==> config.mk <==
export PLATFORM = sky130hd
export DESIGN_NAME = register_file
export DESIGN_NICKNAME = d
export VERILOG_FILES = /design/src/rtl/register_file.sv
export SDC_FILE = /design/constraint.sdc
export NUM_CORES = 2
export LEC_CHECK = 0
export CORE_AREA = 2 2 315 317
export CTS_CLUSTER_DIAMETER = 60
export DETAILED_ROUTE_END_ITERATION = 12
export DIE_AREA = 0 0 317 319
export PLACE_DENSITY = 0.81
export RECOVER_POWER = 25
export SYNTH_ARGS = -nofsm -noshare
export SYNTH_HDL_FRONTEND = slang
export SYNTH_SLANG_ARGS = --single-unit
==> constraint.sdc <==
create_clock -name CLK -period 2.2 [get_ports CLK]
set_clock_uncertainty 0.15 [all_clocks]
set_input_delay 0.22 -clock CLK [delete_from_list [all_inputs] [get_ports CLK]]
set_output_delay 0.22 -clock CLK [all_outputs]
set_load 0.05 [all_outputs]
==> src/rtl/register_file.sv <==
// 32 x XLEN RISC-V integer register file: two combinational read ports, one synchronous write port, x0 hardwired to zero.
// Optional macro REGFILE_BYPASS_EN adds a write-first bypass from WD3 to each read port.
module register_file #(
  parameter int XLEN   = 32,
  parameter int ADDR_W = 5
) (
  input  logic              CLK,
  input  logic              CLR,
  input  logic              WE3,
  input  logic [ADDR_W-1:0] A1,
  input  logic [ADDR_W-1:0] A2,
  input  logic [ADDR_W-1:0] A3,
  input  logic [XLEN-1:0]   WD3,
  output logic [XLEN-1:0]   RD1,
  output logic [XLEN-1:0]   RD2
);

  localparam int NREGS = 2 ** ADDR_W;

  // x0 has no storage; the array starts at index 1
  logic [XLEN-1:0] regs_q [1:NREGS-1];
  logic [XLEN-1:0] regs_d [1:NREGS-1];

  always_comb begin
    regs_d = regs_q;
    if (WE3 && (A3 != '0)) begin
      regs_d[A3] = WD3;
    end
  end

  always_ff @(posedge CLK or negedge CLR) begin
    if (!CLR) begin
      for (int i = 1; i < NREGS; i++) begin
        regs_q[i] <= '0;
      end
    end else begin
      regs_q <= regs_d;
    end
  end

  // While CLR is low the array is already cleared, so reads naturally return zero
  always_comb begin
    RD1 = '0;
    if (A1 != '0) begin
      RD1 = regs_q[A1];
    end
`ifdef REGFILE_BYPASS_EN
    if (CLR && WE3 && (A3 != '0) && (A1 == A3)) begin
      RD1 = WD3;
    end
`endif
  end

  always_comb begin
    RD2 = '0;
    if (A2 != '0) begin
      RD2 = regs_q[A2];
    end
`ifdef REGFILE_BYPASS_EN
    if (CLR && WE3 && (A3 != '0) && (A2 == A3)) begin
      RD2 = WD3;
    end
`endif
  end

endmodule

# Yosys cells after proc, flatten, opt, wreduce, memory -nomap -nowiden
# Index checks and enable logic that the tools add are counted.
# word_totals
elab_cells	54
input_bits	50
register_bits	992
out_inout_bits	64
# classes
bitwise_logic	3
n_lt_le_gt_ge	4
muxes	11
n_reduce_logical	5
# op_table
op	count
$bwmux W992	1
$bmux W32 S5	2
$mux W32	7
$demux W32 S5	1
$ge A6 B6 Y1 const B	3
$not A5 Y6	3
$reduce_bool A5 Y1	3
$lt A6 B1 Y1 const B	1
$logic_and A1 B1 Y1	2

# Logic depth before layout (Yosys ltp)
# depth
word_depth	6
mapped_depth	10
depth_no_buf	5

# Worst setup path before layout
# OpenSTA, ideal clock, no wires.
# synth_path
path_kind	input to output
from	input port A2[0]
to	output port RD2[9]
t_required_ns	1.830
arrival_time_ns	2.118
slack_ns	-0.288
n_path_buf	4
path_stages	7
cell_sequence	buf_6 -> buf_6 -> buf_4 -> buf_4 -> mux4_2 -> a22oi_1 -> a31oi_1
# synth_via
elab_chain_len	5
elab_cells_between_ends	6
classes_between	mux: 4; bitwise: 1; reduce/logical: 1
# synth_rtl
element	line_no	source
from (decl)	11	input logic [ADDR_W-1:0] A2,
$not A5 Y6 (implied by the code)	57	RD2 = regs_q[A2];
$bmux W32 S5	57	
$mux W32 (implied by the code) (2 in a row)	57	
$mux W32 *	56	if (A2 != '0) begin
to (decl)	15	output logic [XLEN-1:0] RD2
# Every way passes the cells marked *; elsewhere a longest branch is shown, timed or not. The select of a mux whose other input is x is not followed.

# Final worst setup path
# layout_path
from	register regs_q[497] (netlist name)
to	output port RD1[17]
# layout_via
elab_chain_len	4
# layout_rtl
element	line_no	source
from (decl)	21	logic [XLEN-1:0] regs_q [1:NREGS-1];
from (signal assigned)	37	regs_q <= regs_d;
$bmux W32 S5	45	RD1 = regs_q[A1];
$mux W32 (implied by the code) (2 in a row)	45	
$mux W32	44	if (A1 != '0) begin
to (decl)	14	output logic [XLEN-1:0] RD1,
# No other way between the ends. The select of a mux whose other input is x is not followed.

==> flow_summary.json <==
{
  "status": "finished with violations",
  "violations": "negative setup slack",
  "async_flop_share_pct": 100,
  "ys_seq_area_share_pct": 46.4,
  "cts_buffers": 102,
  "avgSynthCellArea_um2": 14.6,
  "detail-route-antenna-nets": 0,
  "drt-initial-drc-count": 4466,
  "wirelength_um": 174000,
  "layout_common_cells": "992 x dfrtp_1, 924 x mux2_2, 457 x buf_4",
  "timing.slew.headroom_pct": 25.4,
  "clock_latency_ps": 670,
  "p_leak_nw": 29.1,
  "yosys.area.top_type": "dfrtp_1",
  "fmax_ghz": 0.341,
  "portBuffers": 113,
  "dr.pass1.iters": 6,
  "cts_htree_levels": 3,
  "nNetsFinal": 4160,
  "drv_cap": 0,
  "path_class": "reg2out",
  "synth_cell_types": 39,
  "final_common_cell": "dfrtp_1",
  "synth_fp_nets": 3716,
  "reg_top3": "regs_q (992)",
  "synth_largest_type_area_fraction_pct": 46.4,
  "path_max_fanout": 3,
  "p_per_area_nw_per_um2": 890,
  "finalWeightedCongestion": 0.923,
  "synthTopCellsByArea": "dfrtp_1 46%, mux2_2 20%, mux4_2 17%, mux2i_1 3.7%, mux2_1 3.2%",
  "cts_tree": "yes",
  "die_w_um": 317,
  "io_pins": 114,
  "cts_root_buffer": "clkbuf_16",
  "initial_utilization_pct": 54.8,
  "yosys_warnings": 0,
  "wl_per_cell_um": 31.7,
  "post_synth_xor_area_fraction_pct": 0,
  "drv_slew": 0,
  "dp_hpwl_um": 109000,
  "placementRows": 115,
  "period_minus_slack_ps": 2930,
  "grt_pass1_vias": 40100,
  "syn2layout_area_growth_pct": 23.5,
  "finalCritPeriodShare_pct": 133,
  "die_y_um": 319,
  "grtUsageTotal_pct": 34.5,
  "antenna_found_initial": 1,
  "synthAdderAreaFrac_pct": 0,
  "synthCells": 3666,
  "worstMarginPinSlew_ps": 1120,
  "place_ws_ps": -400,
  "path_clk_slew_ps": 60,
  "ys_ff_latch": 992,
  "drcViolationCount": 0,
  "rsz0062_at_grt": "true",
  "drive_gt1_share_pct": 56.9,
  "ys.flop_type": "dfrtp_1",
  "largest_register_ffs": 992,
  "core-area_um2": 97700,
  "setup_ws_ps": -733,
  "overflow": 0,
  "cp-end-kind": "output pin",
  "ir_drop_mv": 0.690,
  "clockBufferDepth": 3,
  "yosys.area_share.simple_pct": 2.69,
  "grt_pass1_wl_um": 259000,
  "setup_viol": 64,
  "hold_viol_final": 0,
  "hold_class": "in2reg",
  "grt_max_degree": 108,
  "regMostFlops": "regs_q",
  "fill_cells": 6060,
  "viasPerCell": 6.95,
  "seqCellArea_um2": 24800,
  "synth_compound_area_share_pct": 3.82,
  "die-area_um2": 101000,
  "synth_top_family_by_area": "multiplexers",
  "finalPower_mw": 58.8,
  "clock-sinks": 992,
  "start_kind": "flop",
  "multiInputGateArea_um2": 28000,
  "vias": 38100,
  "dp.cells": 5216,
  "synth_edf_count": 0,
  "worstPathRequired_ps": 1830,
  "critical_path_arrival_ps": 2560,
  "muxShareOfSynthArea_pct": 43.7,
  "stdcell_count": 5480,
  "synth_area_um2": 53500
}
==> stage by stage <==
stage / cell area [um2] / setup TNS [ps] / util, % / hold slack (ps)
floorplan: 54100 / -893 / - / -226
CTS: 65800 / -35050 / 67.3 / 173
detailed placement: 61200 / -128530 / 62.6 / -7.10
global route: 66000 / -48900 / 67.6 / 363
global placement: 61200 / -80160 / 62.6 / -6.59
finish: 66000 / -34730 / 67.6 / 336
==> routing by layer <==
metal  up-vias  share of wire [%]  track usage, %
li1      15000                  -               -
met1     20000                 38            46.3
met2      2465                 45            51.4
met3       624                 11            10.1
met4         0                5.5            17.1
met5         -                  0               0
==> Yosys cell counts, types with 5 or more instances <==
library cell	number
nor3_1	44
o211ai_1	39
buf_6	14
nor2b_1	78
clkbuf_1	171
o221ai_1	18
dfrtp_1	992
nand2b_1	5
mux2_2	943
a221oi_1	57
nand2_1	101
and3_1	5
nand3_1	7
buf_2	120
buf_4	23
a21oi_1	43
o21ai_1	42
mux2i_1	196
a22oi_1	16
mux4_2	401
o32a_1	18
nor2_1	56
a31oi_1	34
mux2_1	150
buf_1	64
==> worst max-delay path: stages (launching register included) <==
cell,delay [ps]
dfrtp_1,400
mux4_2,470
mux2_2,270
o211ai_1,320
o21ai_2,210
buf_6,200
==> timing repair <==
action,CTS,global route
setup buffers,63,28
pin swaps,66,60
endpoints found under the hold margin,930,0
resized for setup,103,54
setup endpoints to repair,64,64
hold buffers,2,0
==> area by class of cell <==
class                      instances  area share (%)
multi-input combinational       2280            42.5
sequential                       992            37.6
timing repair buffer             734            11.9
clock buffer                     150            4.67
tap                             1287            2.44
clock inverter                    35           0.909
antenna                            2         0.00758
==> cells by family after synthesis <==
kind of cell,after synthesis
multiplexers,1694
flip-flops,992
buffers and inverters,394
AND/OR/NAND/NOR,303
AO/OA/AOI/OAI,283
==> final timing paths <==
check                                        start  slack (ps)                       to  depth (start not counted)
max                        regs_q[497]$_DFFE_PN0P_        -730                  RD1[17]                          5
min                                        WD3[13]         340  regs_q[941]$_DFFE_PN0P_                          3
max reg2reg                regs_q[913]$_DFFE_PN0P_         970  regs_q[913]$_DFFE_PN0P_                          3
min reg2reg                regs_q[770]$_DFFE_PN0P_         360  regs_q[770]$_DFFE_PN0P_                          1
max in group asynchronous                      CLR         110  regs_q[229]$_DFFE_PN0P_                          4
min in group asynchronous                      CLR         610  regs_q[237]$_DFFE_PN0P_                          3
==> report_power, final <==
group | internal, mW | switching [mW]
logic | 8.53 | 6.38
registers | 21.8 | 2.90
clock network | 11.6 | 7.57
(Power assumes the default switching activity.)
